==> config.mk <==
export PLATFORM = sky130hd
export DESIGN_NAME = inst_fetch_flat
export DESIGN_NICKNAME = d
export VERILOG_FILES = /design/src/rtl/inst_fetch_if.sv /design/src/rtl/inst_fetch.sv /design/src/flat_wrapper.sv
export SDC_FILE = /design/constraint.sdc
export NUM_CORES = 1
export LEC_CHECK = 0
export BUFFER_PORTS_ARGS = -buffer_cell sky130_fd_sc_hd__buf_2
export CAP_MARGIN = 20
export CORE_MARGIN = 10
export CORE_UTILIZATION = 50
export DETAILED_ROUTE_END_ITERATION = 16
export PLACE_DENSITY = 0.8
export SLEW_MARGIN = 25
export SYNTH_ARGS = -nofsm -noshare
export SYNTH_HDL_FRONTEND = slang
export SYNTH_SLANG_ARGS = --single-unit
==> constraint.sdc <==
create_clock -name clk -period 4.3 [get_ports clk]
set_clock_uncertainty 0.2 [all_clocks]
set_input_delay 0.43 -clock clk [delete_from_list [all_inputs] [get_ports clk]]
set_output_delay 0.43 -clock clk [all_outputs]
set_load 0.01 [all_outputs]
==> src/rtl/inst_fetch_if.sv <==
// Fetch-stage bundle: pipeline control in, ROM address/data, and the IF/ID register outputs.
// The fetch unit takes the slave side; the surrounding pipeline (or a bench) takes the master side.
interface inst_fetch_if;
    logic        stall;
    logic        flush;
    logic        redirect;
    logic [31:0] redirect_pc;
    logic [31:0] rom_addr;
    logic [31:0] rom_inst;
    logic [31:0] id_inst;
    logic [31:0] id_pc;
    logic [31:0] id_pc4;
    logic        id_valid;
    logic        id_jump_taken;

    modport slave (
        input  stall,
        input  flush,
        input  redirect,
        input  redirect_pc,
        output rom_addr,
        input  rom_inst,
        output id_inst,
        output id_pc,
        output id_pc4,
        output id_valid,
        output id_jump_taken
    );

    modport master (
        output stall,
        output flush,
        output redirect,
        output redirect_pc,
        input  rom_addr,
        output rom_inst,
        input  id_inst,
        input  id_pc,
        input  id_pc4,
        input  id_valid,
        input  id_jump_taken
    );
endinterface

==> src/rtl/inst_fetch.sv <==
// Instruction fetch stage: PC register, sequential/redirect next-PC selection and the IF/ID register.
// Define INST_FETCH_JUMP_DECODE_EN to resolve 'j' (opcode 6'h12) in fetch instead of waiting for a redirect.
module inst_fetch #(
    parameter logic [31:0] RESET_PC = 32'h00000000
) (
    input  logic         clk,
    input  logic         rst,
    inst_fetch_if.slave  bus
);

    logic [31:0] r_pc;
    logic [31:0] r_id_inst;
    logic [31:0] r_id_pc;
    logic [31:0] r_id_pc4;
    logic        r_id_valid;

    logic [31:0] w_pc4;
    logic [31:0] w_redirect_target;
    logic [31:0] w_next_pc;

    assign w_pc4             = r_pc + 32'd4;
    assign w_redirect_target = bus.redirect_pc & 32'hFFFF_FFFC;

`ifdef INST_FETCH_JUMP_DECODE_EN
    logic        r_id_jump_taken;
    logic        w_is_jump;
    logic [31:0] w_jump_target;

    assign w_is_jump     = (bus.rom_inst[31:26] == 6'h12);
    assign w_jump_target = {r_pc[31:28], bus.rom_inst[25:0], 2'b00};
    assign w_next_pc     = w_is_jump ? w_jump_target : w_pc4;

    always_ff @(posedge clk or posedge rst) begin
        if (rst) begin
            r_id_jump_taken <= 1'b0;
        end else if (bus.redirect) begin
            r_id_jump_taken <= 1'b0;
        end else if (bus.stall) begin
            if (bus.flush) begin
                r_id_jump_taken <= 1'b0;
            end
        end else begin
            // A flushed jump still steers the PC, but the slot is not reported as a taken jump.
            r_id_jump_taken <= w_is_jump & ~bus.flush;
        end
    end

    assign bus.id_jump_taken = r_id_jump_taken;
`else
    assign w_next_pc         = w_pc4;
    assign bus.id_jump_taken = 1'b0;
`endif

    always_ff @(posedge clk or posedge rst) begin
        if (rst) begin
            r_pc       <= RESET_PC;
            r_id_inst  <= 32'h0;
            r_id_pc    <= 32'h0;
            r_id_pc4   <= 32'h0;
            r_id_valid <= 1'b0;
        end else if (bus.redirect) begin
            // Redirect overrides stall and flush: whatever sits in fetch is on the wrong path.
            r_pc       <= w_redirect_target;
            r_id_inst  <= 32'h0;
            r_id_pc    <= r_pc;
            r_id_pc4   <= w_pc4;
            r_id_valid <= 1'b0;
        end else if (bus.stall) begin
            if (bus.flush) begin
                r_id_inst  <= 32'h0;
                r_id_pc    <= r_pc;
                r_id_pc4   <= w_pc4;
                r_id_valid <= 1'b0;
            end
        end else begin
            r_pc       <= w_next_pc;
            r_id_inst  <= bus.rom_inst;
            r_id_pc    <= r_pc;
            r_id_pc4   <= w_pc4;
            r_id_valid <= ~bus.flush;
        end
    end

    assign bus.rom_addr = r_pc;
    assign bus.id_inst  = r_id_inst;
    assign bus.id_pc    = r_id_pc;
    assign bus.id_pc4   = r_id_pc4;
    assign bus.id_valid = r_id_valid;

endmodule

==> src/flat_wrapper.sv <==
// flat-port wrapper written by rule: the top's interface ports become plain ports
module inst_fetch_flat 
#(
    parameter logic [31:0] RESET_PC = 32'h00000000
)
  (clk, rst, bus_stall, bus_flush, bus_redirect, bus_redirect_pc, bus_rom_addr, bus_rom_inst, bus_id_inst, bus_id_pc, bus_id_pc4, bus_id_valid, bus_id_jump_taken);
  inst_fetch_if bus_i ();
  input  logic clk;
  input  logic rst;
  input wire logic [$bits(bus_i.stall)-1:0] bus_stall;
  input wire logic [$bits(bus_i.flush)-1:0] bus_flush;
  input wire logic [$bits(bus_i.redirect)-1:0] bus_redirect;
  input wire logic [$bits(bus_i.redirect_pc)-1:0] bus_redirect_pc;
  output wire logic [$bits(bus_i.rom_addr)-1:0] bus_rom_addr;
  input wire logic [$bits(bus_i.rom_inst)-1:0] bus_rom_inst;
  output wire logic [$bits(bus_i.id_inst)-1:0] bus_id_inst;
  output wire logic [$bits(bus_i.id_pc)-1:0] bus_id_pc;
  output wire logic [$bits(bus_i.id_pc4)-1:0] bus_id_pc4;
  output wire logic [$bits(bus_i.id_valid)-1:0] bus_id_valid;
  output wire logic [$bits(bus_i.id_jump_taken)-1:0] bus_id_jump_taken;
  assign bus_i.stall = bus_stall;
  assign bus_i.flush = bus_flush;
  assign bus_i.redirect = bus_redirect;
  assign bus_i.redirect_pc = bus_redirect_pc;
  assign bus_rom_addr = bus_i.rom_addr;
  assign bus_i.rom_inst = bus_rom_inst;
  assign bus_id_inst = bus_i.id_inst;
  assign bus_id_pc = bus_i.id_pc;
  assign bus_id_pc4 = bus_i.id_pc4;
  assign bus_id_valid = bus_i.id_valid;
  assign bus_id_jump_taken = bus_i.id_jump_taken;
  inst_fetch #(.RESET_PC(RESET_PC)) u_core (.clk(clk), .rst(rst), .bus(bus_i));
endmodule
After elaboration in Yosys (flattened, before gate mapping)
Cells that the tools add are included.
Widths: inputs -> output; s select.
- $add $sub $neg: 1
- eq/ne operators: 2
- mux-type cells: 14
- bitwise operators: 1
- operator list (kind ; number):
    $mux 32 ; 11
    $add 32x3->32 const B ; 1
    $mux 1 ; 3
    $ne 3x1->1 const B ; 1
    $ne 2x1->1 const B ; 1
    $not 1->1 ; 1
- register bits after elaboration: 129
- input bits: 69
- output and inout bits: 130
- logic and storage cells: 23

Depth between registers and ports, before layout
Gate-level depths: netlist (run 1).
- word-level depth: 4
- mapped depth: 6

Worst setup path before layout (run 1)
Ideal clock, no wire load.
- path kind: register to register
- start: register u_core.r_pc[15] (netlist: u_core.bus.rom_addr[15])
- end: register u_core.r_pc[23] (netlist: u_core.bus.rom_addr[23])
- library setup time: 0.124 ns
- arrival: 1.996 ns
- setup slack: 1.980 ns
- cell stages (with the launch flop): 7
- buffers on the path: 2
- cell sequence: dfrtp_1 > buf_2 > nand4_2 > or4_4 > buf_2 > o31a_1 > o31a_1
- longest elaborated chain between the ends: 3
- RTL lines (element ; line ; RTL):
    start, declared ; inst_fetch.sv:11 ; logic [31:0] r_pc;
    start signal, assigned ; inst_fetch.sv:63 ; r_pc <= w_redirect_target;
    start signal, assigned ; inst_fetch.sv:76 ; r_pc <= w_next_pc;
    $add 32x3->32 ; inst_fetch.sv:21 ; assign w_pc4 = r_pc + 32'd4;
    $mux 32 ; inst_fetch.sv:68 ; end else if (bus.stall) begin
    $mux 32 ; inst_fetch.sv:61 ; end else if (bus.redirect) begin
Every way passes these cells. The select of a mux whose other input is x is not followed.
A chain may end at the register's enable or synchronous reset.

Worst setup path in the final report (run 1)
- start: register u_core.r_pc[12] (netlist: u_core.bus.rom_addr[12])
- end: register u_core.r_id_pc4[31] (netlist: u_core.bus.id_pc4[31])
- longest elaborated chain between the ends: 4
- RTL lines (element ; line ; RTL):
    $add 32x3->32 (*) ; inst_fetch.sv:21 ;
    $mux 32 ; inst_fetch.sv:69 ; if (bus.flush) begin
    $mux 32 ; inst_fetch.sv:68 ;
    $mux 32 (*) ; inst_fetch.sv:61 ;
    end signal, assigned ; inst_fetch.sv:66 ; r_id_pc4 <= w_pc4;
    end signal, assigned ; inst_fetch.sv:72 ; r_id_pc4 <= w_pc4;
    end signal, assigned ; inst_fetch.sv:79 ; r_id_pc4 <= w_pc4;
    end, declared ; inst_fetch.sv:14 ; logic [31:0] r_id_pc4;
Every way passes the cells marked *; elsewhere a longest branch is shown, timed or not. The select of a mux whose other input is x is not followed.

==> results of run 1 <==
==> cell usage in the layout, fill, tap and decap left out, drive strengths merged, types with 2 or more instances in the layout <==
master	instances
o31a	2
dfrtp	123
or4b	2
o21ai	46
a22o	32
nand2	138
clkinvlp	2
nand3	9
a31oi	25
o211ai	2
nor2	33
inv	9
and4	3
nor3	6
o41ai	3
or3	13
clkinv	6
clkbuf	18
conb	7
or4	21
xor2	9
nor4	10
xnor2	20
and3	3
nand4	13
o31ai	8
nand3b	2
buf	193
==> worst min-delay path by stage <==
stage | endpoint | depth (start not counted) | slack [ps]
2_1_floorplan | u_core.bus.id_pc4[3] | 2 | 310
3_3_place_gp | u_core.bus.id_pc[27] | 2 | 250
3_5_place_dp | u_core.bus.id_pc[10] | 2 | 250
4_1_cts | u_core.bus.rom_addr[18] | 3 | 9
5_1_grt | u_core.bus.rom_addr[18] | 3 | 20
6_report | u_core.bus.rom_addr[18] | 3 | 10
==> cell type report <==
class                      count  area (µm²)  share of cell area, %
tap                          140         175                   2.44
clock buffer                  18         429                   5.98
clock inverter                14         138                   1.92
sequential                   123        3080                   42.9
inverter                       4        17.5                  0.244
timing repair buffer         194         986                   13.7
multi-input combinational    414        2350                   32.7
==> worst max-delay path: stages (launching register included) <==
cell and delay [ps]:
dfrtp_1 570, nand4_1 470, or4_4 750, or4_1 540, a31oi_1 170
==> kinds of logic (layout without fill, tap and decap cells) <==
| family | after synthesis | after routing |
|---|---|---|
| AO/OA/AOI/OAI | 119 | 119 |
| XOR/XNOR | 29 | 29 |
| adder cells (fa/ha/maj) | 1 | 1 |
| buffers and inverters | 60 | 230 |
| flip-flops | 123 | 123 |
| multiplexers | 1 | 1 |
| other | 1 | 7 |
| AND/OR/NAND/NOR | 257 | 257 |
==> layer usage <==
metal | share of wire [%] | routed length, µm | GRT usage, %
met2 | 49 | 8840 | 35.7
met4 | 2.1 | 374 | 7.84
met5 | 0 | 0 | 0
met3 | 8.5 | 1530 | 7.08
met1 | 40 | 7240 | 27.4
==> flip-flops by register name, indices dropped and copies added, names as in the netlist <==
name                 cells
u_core.bus.id_inst      32
u_core.bus.id_pc        30
u_core.bus.id_pc4       30
u_core.bus.id_valid      1
u_core.bus.rom_addr     30
==> power by group through the flow <==
stage | Sequential [W] | Combinational [W] | Clock (W)
3_5_place_dp | 0.00140 | 0.000446 | 0
4_1_cts | 0.00138 | 0.000452 | 0.00138
6_report | 0.00138 | 0.000444 | 0.00137
2_1_floorplan | 0.00141 | 0.000217 | 0
3_3_place_gp | 0.00139 | 0.000435 | 0
5_1_grt | 0.00140 | 0.000491 | 0.00144
==> through the flow <==
stage,hold slack (ps),cell area (µm²)
after floorplan,307,5680
after global placement,246,6580
after detailed placement,250,6590
after CTS,9.18,7170
after global routing,20.2,7170
final,14.5,7170
==> what timing repair did <==
item	in CTS	in global routing
endpoints found under the setup margin	0	0
endpoints found under the hold margin	42	0
hold buffers	1	0
==> impl_metrics.csv, run 1 <==
group,metric,value,unit
sta,rsz0062_at_grt,"no",
die,die_area,16000,µm²
logic_synthesis,avgSynthCellArea,9.57,µm²
placed_design,pre_cts_slack,1560,ps
logic_synthesis,seq_area_frac_synth,54.4,%
logic_synthesis,synth_edf_count,0,
logic_synthesis,synth.top_cell.area_share,54.4,%
route,routedWlPerCell,19.8,µm
logic_synthesis,synth_mux_area_share,0.177,%
global_routing,antenna_found_initial,0,
logic_synthesis,yosysWarningCount,0,
die,fp-row-count,38,
power,internal-power,0.00225,W
cells_and_area,nNetsFinal,824,
global_routing,grt_max_degree,59,
route,drt_iter0_drc,533,
logic_synthesis,syn_area,5650,µm²
cts,cts_sinks,123,
critical_path,startpoint,"u_core.bus.rom_addr[12]",
critical_path,r2r_cells,4,
placed_design,place_congestion,0.873,
power,p_comb_share,13.9,%
critical_path,endpoint,"u_core.bus.id_pc4[31]",
cts,h-tree-depth,4,
critical_path,critPathLaunchType,"register",
cts,clock_latency,420,ps
power,power.switching,0.000946,W
route,drt_first_pass_iters,6,
power,total_power,0.00319,W
logic_synthesis,synth-compound-area-share,14.0,%
logic_synthesis,yosys_register_bits,123,
logic_synthesis,synth_top_area_cell,"dfrtp_1",
global_routing,grt.overflow.total,0,
route,drcViolationCount,0,
worst_hold_path,hp-class,"input pin to register",
critical_path,cp.arrival,2940,ps
critical_path,critical_path_class,"register to register",
die,die_y,126,µm
sta,slew-limit-headroom,49.9,%
sta,tightest_slew,752,ps
die,initial_core_util,51.7,%
logic_synthesis,yosysMostFrequentCell,"nand2_1",
power,vdd_ir_drop_max,0.246,mV
cells_and_area,fin_cells,907,
route,vias_per_cell,5.73,
route,wirelength,18000,µm
sta,fin_crit,2800,ps
placed_design,dp_cells,874,
die,die_x,126,µm
global_routing,groute.usage.overall,22.1,%
power,powerDensity,445,nW/µm²
sta,hold_viol,0,
logic_synthesis,synthFlopType,"dfrtp_1",
logic_synthesis,synth-xor-area-share,4.49,%
critical_path,r2r_start,"u_core.bus.rom_addr[12]",
cts,cts_buffers,17,
logic_synthesis,synth_cells,591,
die,ios,199,
critical_path,regToRegSetupSlack,1500,ps
cts,cts_tree,"yes",
power,leakage,3.42,nW
sta,finalSetupViolCount,0,
sta,setup_tns,0,ps
cts,clock-root-buffer,"clkbuf_16",
route,ant_nets,0,
status,outcome,"finished, final reports clean",
critical_path,path_max_fanout,14,
cts,clockBufferDepth,2,
logic_synthesis,ys_types,38,
logic_synthesis,synthSimpleGateAreaFrac,21.8,%
logic_synthesis,synthTopCellsByCount,"nand2_1, dfrtp_1, o21ai_0",
global_routing,grt_pass1_wl,28700,µm
power,p_sw_share,29.6,%
cells_and_area,antennaDiodeCount,0,
cts,clk_pin_slew,60,ps
cells_and_area,drive_gt1_share,30.2,%
sta,fin_crit_sh,65.1,%
cells_and_area,area_growth,26.8,%
logic_synthesis,synth_top_family_by_area,"simple AND/OR/NAND/NOR gates",
cells_and_area,post-route-util,65.6,%
power,power_frac_seq,43.3,%
critical_path,required,4440,ps
job,maxCapViolations,0,
cts,postCtsResizedCells,0,
sta,setup_slack,1500,ps
logic_synthesis,yosys.area_share.adder,0.221,%
logic_synthesis,synth.area.top_cells,"dfrtp_1, nand2_1, a22o_1",
global_routing,grt_pass1_vias,5182,
cells_and_area,fillers,907,
cts,post-cts-setup-buffers,0,
placed_design,place.port_buffers,189,
route,vias,5195,
power,clkPwrFrac,42.8,%
sta,max_freq,357,MHz
placed_design,dpl.hpwl,12800,µm
die,coreArea,10900,µm²
sta,slew_violations,0,
logic_synthesis,synthArstFlopShare,100,%
critical_path,worstReg2RegEnd,"u_core.bus.id_pc4[31]",
critical_path,critPathCaptureType,"register",
worst_hold_path,worstHoldStart,"bus_redirect_pc[18]",
(Power assumes the default switching activity.)
==> run 2, diff against run 1 <==
==> constraint.sdc (replaced) <==
create_clock -name clk -period 2.9 [get_ports clk]
set_clock_uncertainty 0.2 [all_clocks]
set_input_delay 0.29 -clock clk [delete_from_list [all_inputs] [get_ports clk]]
set_output_delay 0.29 -clock clk [all_outputs]
set_load 0.01 [all_outputs]
==> impl_metrics.csv, run 2 (synthesis results as in run 1) <==
group,metric,value,unit
status,outcome,"finished, final reports clean",
route,ant_nets,0,
cells_and_area,layout_common_cells,"buf_2, nand2_1, dfrtp_1",
power,p_sw_share,28.0,%
critical_path,path_max_fanout,11,
placed_design,place.port_buffers,189,
die,coreArea,10900,µm²
route,drt-met1-wl,7470,µm
placed_design,place_congestion,0.929,
route,drt_first_pass_iters,6,
route,routedWlPerCell,20.2,µm
route,top_layer,"met4",
power,vdd_ir_drop_max,0.409,mV
cts,cts_hold_buf,64,
global_routing,grt_pass1_wl,31000,µm
cts,clk_pin_slew,60,ps
sta,finalSetupViolCount,0,
cts,cts_tree,"yes",
die,initial_core_util,51.7,%
power,powerDensity,640,nW/µm²
cells_and_area,fin_cells,983,
global_routing,antenna_found_initial,1,
global_routing,grt_pass1_vias,5627,
sta,slew_violations,0,
route,vias,5656,
cells_and_area,drive_gt1_share,29.1,%
sta,setup_tns,0,ps
power,leakage,3.77,nW
placed_design,dpl.hpwl,12900,µm
sta,tightest_slew,740,ps
power,clkPwrFrac,45.1,%
sta,fin_crit_sh,88.5,%
power,power_frac_seq,40.0,%
power,power.switching,0.00143,W
placed_design,dp_cells,886,
cts,postCtsResizedCells,0,
route,drcViolationCount,0,
critical_path,critical_path_class,"register to register",
sta,hold_viol,0,
critical_path,critPathCaptureType,"register",
die,ios,199,
cells_and_area,nNetsFinal,899,
sta,slew-limit-headroom,50.6,%
route,wl_met2,9920,µm
die,die_area,16000,µm²
worst_hold_path,hp-class,"input pin to register",
cts,post-cts-setup-buffers,0,
sta,max_freq,389,MHz
cts,cts_buffers,17,
global_routing,grt_max_degree,75,
route,vias_per_cell,5.75,
critical_path,required,3030,ps
critical_path,regToRegSetupSlack,330,ps
critical_path,critPathBufInv,0,
cts,clock_latency,420,ps
critical_path,max_stage_delay,660,ps
cells_and_area,largest_reg_flops,32,
sta,fin_crit,2570,ps
cells_and_area,final_common_cell,"buf_2",
die,die_y,126,µm
power,internal-power,0.00369,W
cells_and_area,area_growth,41.6,%
power,p_comb_share,14.8,%
cts,clock-root-buffer,"clkbuf_16",
sta,rsz0062_at_grt,"no",
global_routing,grt.overflow.total,0,
die,fp-row-count,38,
route,drt_iter0_drc,519,
cts,clockBufferDepth,2,
route,wl_met3,1620,µm
job,maxCapViolations,0,
critical_path,cp.arrival,2700,ps
cts,h-tree-depth,4,
critical_path,path_cells,"ha_1 > nand4b_1 > or4_1 > or3_1 > a31oi_1",
route,wirelength,19800,µm
critical_path,critPathLaunchType,"register",
global_routing,groute.usage.overall,24.1,%
die,die_x,126,µm
critical_path,cp_slowest_cell,"or4_1",
cts,cts_sinks,123,
critical_path,cp_top_family,"simple AND/OR/NAND/NOR gates",
==> run 2: cell count changes in the layout (fill, tap and decap cells not counted), moves of 3 or more <==
cell and change:
clkinv_4 -3, bufinv_16 +3, buf_12 +3, dlygate4sd3_1 +63, buf_4 +9
==> run 2: area by class of cell <==
class	instances	area, µm²
tap	140	175
antenna	1	2.50
clock inverter	14	205
inverter	4	18.8
fill	791	2930
clock buffer	18	439
timing repair buffer	269	1740
multi-input combinational	414	2340
sequential	123	3080
==> run 2: through the flow <==
stage | total power (W) | setup WS [ps] | area, µm² | utilization, % | hold WS (ps)
final | 0.00512 | 332 | 8010 | 73.2 | 41.3
after global routing | 0.00531 | 208 | 8010 | 73.2 | 73.1
after CTS | 0.00512 | 366 | 8000 | 73.2 | 38.4
after detailed placement | 0.00275 | 389 | 6720 | 61.4 | 235
after global placement | 0.00272 | 463 | 6710 | 61.4 | 238
after floorplan | 0.00241 | 580 | 5680 | - | 206
==> run 2: path summary, 6_finish.rpt <==
check / endpoint / from / cells after the start
max in group asynchronous: u_core.bus.id_pc[9] / rst / 4
setup / recovery: u_core.bus.rom_addr[26] / u_core.bus.rom_addr[2] / 5
setup reg to reg: u_core.bus.rom_addr[26] / u_core.bus.rom_addr[2] / 5
hold reg to reg: u_core.bus.id_pc[26] / u_core.bus.id_pc[26] / 2
min in group asynchronous: u_core.bus.id_pc[19] / rst / 3
hold / removal: u_core.bus.rom_addr[30] / bus_redirect / 3
==> run 2: power by group through the flow <==
stage	Clock, W	Sequential [W]	Combinational (W)
after floorplan	0	0.00208	0.000322
after global placement	0	0.00205	0.000669
after detailed placement	0	0.00207	0.000685
after CTS	0.00232	0.00204	0.000759
after global routing	0.00241	0.00207	0.000830
final	0.00231	0.00205	0.000759
==> run 2: worst reg2reg max path, delay by kind of cell (launching register included) <==
| family | cells | cell delay, ps |
|---|---|---|
| and+or+nand+nor | 3 | 1300 |
| DFF | 1 | 510 |
| adders and majority gates | 1 | 310 |
| AOI/OAI and AO/OA | 1 | 170 |
==> run 2: per-layer routing <==
layer  vias up  track usage (%)
li1       2562                -
met3        62             6.66
met4         0             12.3
met5         -                0
met2       313             39.5
met1      2719             28.5
